==> src/rtl/clken_pkg.sv <==
// Shared constants and types for the fractional clock-enable generator.
// Defaults for ratio width, lock-synchroniser depth and core reset hold.
package clken_pkg;

  localparam int W_DEFAULT           = 8;
  localparam int SYNC_STAGES_DEFAULT = 2;
  localparam int RST_HOLD_DEFAULT    = 16;
  localparam int HOLD_W              = 16;

  typedef logic [W_DEFAULT-1:0] ratio_t;

endpackage

==> src/rtl/clken_chan.sv <==
// One fractional clock-enable channel: ce rate = f_clk * num_s / den_s.
// Ports: i_clk, i_rst, i_run (core out of reset), i_en, i_num, i_den, o_ce, o_ph.
module clken_chan
  import clken_pkg::*;
#(
  parameter int W = W_DEFAULT
) (
  input  logic         i_clk,
  input  logic         i_rst,
  input  logic         i_run,
  input  logic         i_en,
  input  logic [W-1:0] i_num,
  input  logic [W-1:0] i_den,
  output logic         o_ce,
  output logic         o_ph
);

  logic [W-1:0] r_num_s;
  logic [W-1:0] r_den_s;
  logic [W-1:0] r_acc;
  logic         r_en_d;
  logic         r_run_d;

  logic         w_load;
  logic         w_act;
  logic         w_clamp;
  logic         w_hit;
  logic [W:0]   w_sum;
  logic [W:0]   w_den_x;

  // Capture ratio on en rising, or when the core leaves reset with en set.
  assign w_load  = i_en & (~r_en_d | (i_run & ~r_run_d));
  // The load cycle itself does no step, so stepping starts with fresh ratio.
  assign w_act   = i_run & i_en & (r_den_s != '0) & ~w_load;
  assign w_sum   = {1'b0, r_acc} + {1'b0, r_num_s};
  assign w_den_x = {1'b0, r_den_s};
  assign w_clamp = r_num_s >= r_den_s;
  assign w_hit   = w_sum >= w_den_x;

  always_ff @(posedge i_clk or posedge i_rst) begin
    if (i_rst) begin
      r_num_s <= '0;
      r_den_s <= '0;
      r_acc   <= '0;
      r_en_d  <= 1'b0;
      r_run_d <= 1'b0;
      o_ce    <= 1'b0;
      o_ph    <= 1'b0;
    end else begin
      r_en_d  <= i_en;
      r_run_d <= i_run;
      if (w_load) begin
        r_num_s <= i_num;
        r_den_s <= i_den;
      end
      if (!w_act) begin
        r_acc <= '0;
        o_ce  <= 1'b0;
        o_ph  <= 1'b0;
      end else if (w_clamp) begin
        r_acc <= '0;
        o_ce  <= 1'b1;
        o_ph  <= ~o_ph;
      end else if (w_hit) begin
        r_acc <= W'(w_sum - w_den_x);
        o_ce  <= 1'b1;
        o_ph  <= ~o_ph;
      end else begin
        r_acc <= w_sum[W-1:0];
        o_ce  <= 1'b0;
      end
    end
  end

endmodule

==> src/rtl/clken_gen.sv <==
// Lock synchroniser, core reset sequencer and NCH fractional enable channels.
// Ports: inclk0, areset, locked_in, en/num/den (per channel), ce, ph, rst_out, ready.
module clken_gen
  import clken_pkg::*;
#(
  parameter int NCH         = 3,
  parameter int W           = W_DEFAULT,
  parameter int SYNC_STAGES = SYNC_STAGES_DEFAULT,
  parameter int RST_HOLD    = RST_HOLD_DEFAULT
) (
  input  logic             inclk0,
  input  logic             areset,
  input  logic             locked_in,
  input  logic [NCH-1:0]   en,
  input  logic [NCH*W-1:0] num,
  input  logic [NCH*W-1:0] den,
  output logic [NCH-1:0]   ce,
  output logic [NCH-1:0]   ph,
  output logic             rst_out,
  output logic             ready
);

  localparam logic [HOLD_W-1:0] HOLD = HOLD_W'(RST_HOLD);

  logic [SYNC_STAGES-1:0] r_sync;
  logic [HOLD_W-1:0]      r_hold;
  logic                   w_lk_s;
  logic                   w_rst_nxt;
  logic                   w_run;

  assign w_lk_s    = r_sync[SYNC_STAGES-1];
  // Lock loss forces reset at once, without waiting for the cleared counter.
  assign w_rst_nxt = ~w_lk_s | (r_hold < HOLD);
  assign w_run     = ~rst_out;

  always_ff @(posedge inclk0 or posedge areset) begin
    if (areset) begin
      r_sync  <= '0;
      r_hold  <= '0;
      rst_out <= 1'b1;
      ready   <= 1'b0;
    end else begin
      r_sync  <= {r_sync[SYNC_STAGES-2:0], locked_in};
      if (!w_lk_s)
        r_hold <= '0;
      else if (r_hold < HOLD)
        r_hold <= r_hold + 1'b1;
      rst_out <= w_rst_nxt;
      ready   <= ~w_rst_nxt;
    end
  end

  for (genvar i = 0; i < NCH; i++) begin : g_ch
    clken_chan #(
      .W(W)
    ) u_chan (
      .i_clk (inclk0),
      .i_rst (areset),
      .i_run (w_run),
      .i_en  (en[i]),
      .i_num (num[i*W +: W]),
      .i_den (den[i*W +: W]),
      .o_ce  (ce[i]),
      .o_ph  (ph[i])
    );
  end

endmodule

==> config.mk <==
export PLATFORM = sky130hd
export DESIGN_NAME = clken_gen
export DESIGN_NICKNAME = d
export VERILOG_FILES = /design/src/rtl/clken_pkg.sv /design/src/rtl/clken_chan.sv /design/src/rtl/clken_gen.sv
export SDC_FILE = /design/constraint.sdc
export NUM_CORES = 1
export LEC_CHECK = 0
export BUFFER_PORTS_ARGS = -buffer_cell sky130_fd_sc_hd__buf_2
export CORE_UTILIZATION = 40
export CTS_CLUSTER_DIAMETER = 80
export DETAILED_ROUTE_END_ITERATION = 7
export PLACE_DENSITY = 0.65
export SYNTH_ARGS = -nofsm -noshare
export SYNTH_HDL_FRONTEND = slang
export SYNTH_SLANG_ARGS = --single-unit
==> constraint.sdc <==
create_clock -name inclk0 -period 4.2 [get_ports inclk0]
set_clock_uncertainty 0.15 [all_clocks]
set_input_delay 0.63 -clock inclk0 [delete_from_list [all_inputs] [get_ports inclk0]]
set_output_delay 0.63 -clock inclk0 [all_outputs]
set_load 0.01 [all_outputs]
==> run metrics <==
IO Pins=62; core area=15800 sq um; Post-Syn Instances=618; Primary FF master, synth=dfrtp_1; max cap viols=0; drt drc=0; min cycle time layout=3850 ps; final slew viol count=0; Hold Fails Final Rpt=0; Post-CTS Resized=0; cell area after synthesis=6440 sq um; slew at the pin with the worst max-slew slack=1030 ps; Die Wd=129 um; DR WL/cell=15.5 um; CP startpoint kind=flip-flop; H-tree levels=3; clock transition at the registers of the reported paths=70 ps; setup TNS after final layout=0 ps; routability congestion estimate=0.907; vias in the first global route=4888; EDFF count, synth=0; Register-to-Register Setup Slack=350 ps; hold_buf cts=0; ys async rst share=1.00; Final Setup Violations=0; Worst EP required=4330 ps; Routed WL=13900 um; Detail Placement HPWL=10800 um; Ys Warns=0; crit path max fanout=10; clk_lat worst skew=360 ps; ranking of synthesized cells by area=dfrtp_1 (39%), ha_1 (14%), mux2_2 (8.6%); crit path DAT=3980 ps; status=completed; Buffers on Ports=61; Clock Sinks=102; Avg Inst Size Synth=10.4 sq um; critical path class=reg -> reg; Critical Path End Type=flip-flop; CTS Buf Count=9; sequential area share after synthesis=0.397; antenna violations before repair=1; Design Power=2.99 mW; Synth Net Count=751; Root Buffer=clkbuf_16; Synth area leader=dfrtp_1; largest net degree at the start of global routing=86; vias per cell=5.29; Area Overhead vs Synth=12.7%; maximum operating frequency=260 MHz; worst min path class=reg -> reg; Die Footprint=16600 sq um; Commonest cells post-synth=dfrtp_1 (101), ha_1 (73), mux2_2 (49), inv_1 (40), nor2_1 (39); Leakage=3.51 nW; RSZ-0062 raised after global routing=false; CTS tree=done; Tcrit/Tclk final=0.916; # rows=46; Detailed Routing Iterations Pass 1=4; post-CTS setup buffer count=0; Chip Height=129 um; initial core utilization=0.407; vias post-DR=4752; total gr overflow=0; count of different cell masters after synthesis=55; Tot GR Track Use=0.182; count leader, synth=dfrtp_1; Seq cells post-synth=102; # nets final=810; Worst slew margin=0.311; Power Density=412 nW/um^2; DR iter-0 viols=200; worst-case clock buffer depth=2; first-pass GRT wire length=23400 um; area fraction of the dominant cell type after synthesis=0.392; maximum VDD drop=243 uV; share of layout cells above drive strength 1=0.196; Routed Antenna Nets=0
==> layout make-up <==
type	count	area, sq um
antenna	1	2.50
clock buffer	10	239
clock inverter	6	76.3
fill	1485	8570
inverter	40	153
multi-input combinational	462	3650
sequential	102	2550
tap	216	270
timing repair buffer	62	313
==> power by group <==
part	internal, mW	total, mW	switching, mW
clock network	0.490	0.890	0.399
logic	0.438	0.966	0.527
registers	1.05	1.13	0.0800
==> cells in the final DEF, fill, tap and decap left out, types with 9 or more instances in the layout <==
master     count
nor2_1        39
ha_1          73
buf_2         61
clkbuf_16      9
nor4_1        12
xnor2_1       22
inv_1         39
o21bai_1       9
mux2_2        49
nand2_1       29
nand2b_1      10
a211oi_1      17
a21oi_1       31
a21o_1        10
and2_1        17
mux2i_1       10
nor2b_1       16
o21ai_0       34
dfrtp_1      101
==> cells by family (layout without fill, tap and decap cells) <==
group / Yosys count / count (layout) / synth area share
flops: 102 / 102 / 0.397
xor+xnor: 28 / 28 / 0.0381
other cells: 0 / 1 / 0
mux: 59 / 59 / 0.101
buf+inv: 54 / 118 / 0.0367
compound gates: 140 / 140 / 0.142
fa+ha+maj: 79 / 79 / 0.160
simple gates: 156 / 156 / 0.125
==> sequential cells by signal, summed over array words and instances, names as in the netlist <==
signal / cells
g_ch.u_chan.r_acc: 24
g_ch.u_chan.r_den_s: 24
g_ch.u_chan.r_num_s: 24
r_hold: 16
g_ch.u_chan.o_ce: 3
g_ch.u_chan.o_ph: 3
g_ch.u_chan.r_en_d: 3
r_sync: 2
g_ch.u_chan.r_run_d: 1
ready: 1
rst_out: 1
==> through the flow <==
stage / utilization / area (sq um) / hold slack [ps] / worst slack [ps] / std cells
finish: 0.458 / 7260 / 202 / 352 / 899
global route: 0.458 / 7250 / 206 / 49.4 / 898
CTS: 0.458 / 7250 / 203 / 386 / 898
detailed placement: 0.438 / 6940 / 186 / 437 / 882
global placement: 0.438 / 6940 / 184 / 531 / 882
floorplan: - / 6440 / 181 / 746 / 618
==> metal layers <==
metal  share of wire  vias to the layer above  GRT usage
li1                -                     2326          -
met4           0.015                        0     0.0498
met5               0                        -          0
met1            0.46                     2326      0.229
met3           0.039                       20     0.0462
met2            0.49                       80      0.309
==> path summary, 6_finish.rpt <==
check                                          start  depth (start not counted)                   endpoint
setup reg to reg           g_ch[2].u_chan.r_num_s[0]                         13    g_ch[2].u_chan.r_acc[6]
hold reg to reg                            r_sync[0]                          0                  r_sync[1]
min in group asynchronous                     areset                          2  g_ch[2].u_chan.r_num_s[1]
hold / removal                             r_sync[0]                          0                  r_sync[1]
max in group asynchronous                     areset                          3    g_ch[2].u_chan.r_acc[7]
setup / recovery           g_ch[2].u_chan.r_num_s[0]                         13    g_ch[2].u_chan.r_acc[6]
==> worst max-delay path, cell delays in order, from the launching register on <==
cell      delay [ps]
dfrtp_1          400
ha_1             230
fa_1             430
a211oi_1         320
o21bai_1         120
a21oi_1          190
xnor2_1          110
ha_1             390
a21o_1           170
o21ai_0           90
a31oi_1          270
nand2b_1         480
o21ai_0          210
a21oi_1          190
Power figures use the tool's default switching activity.
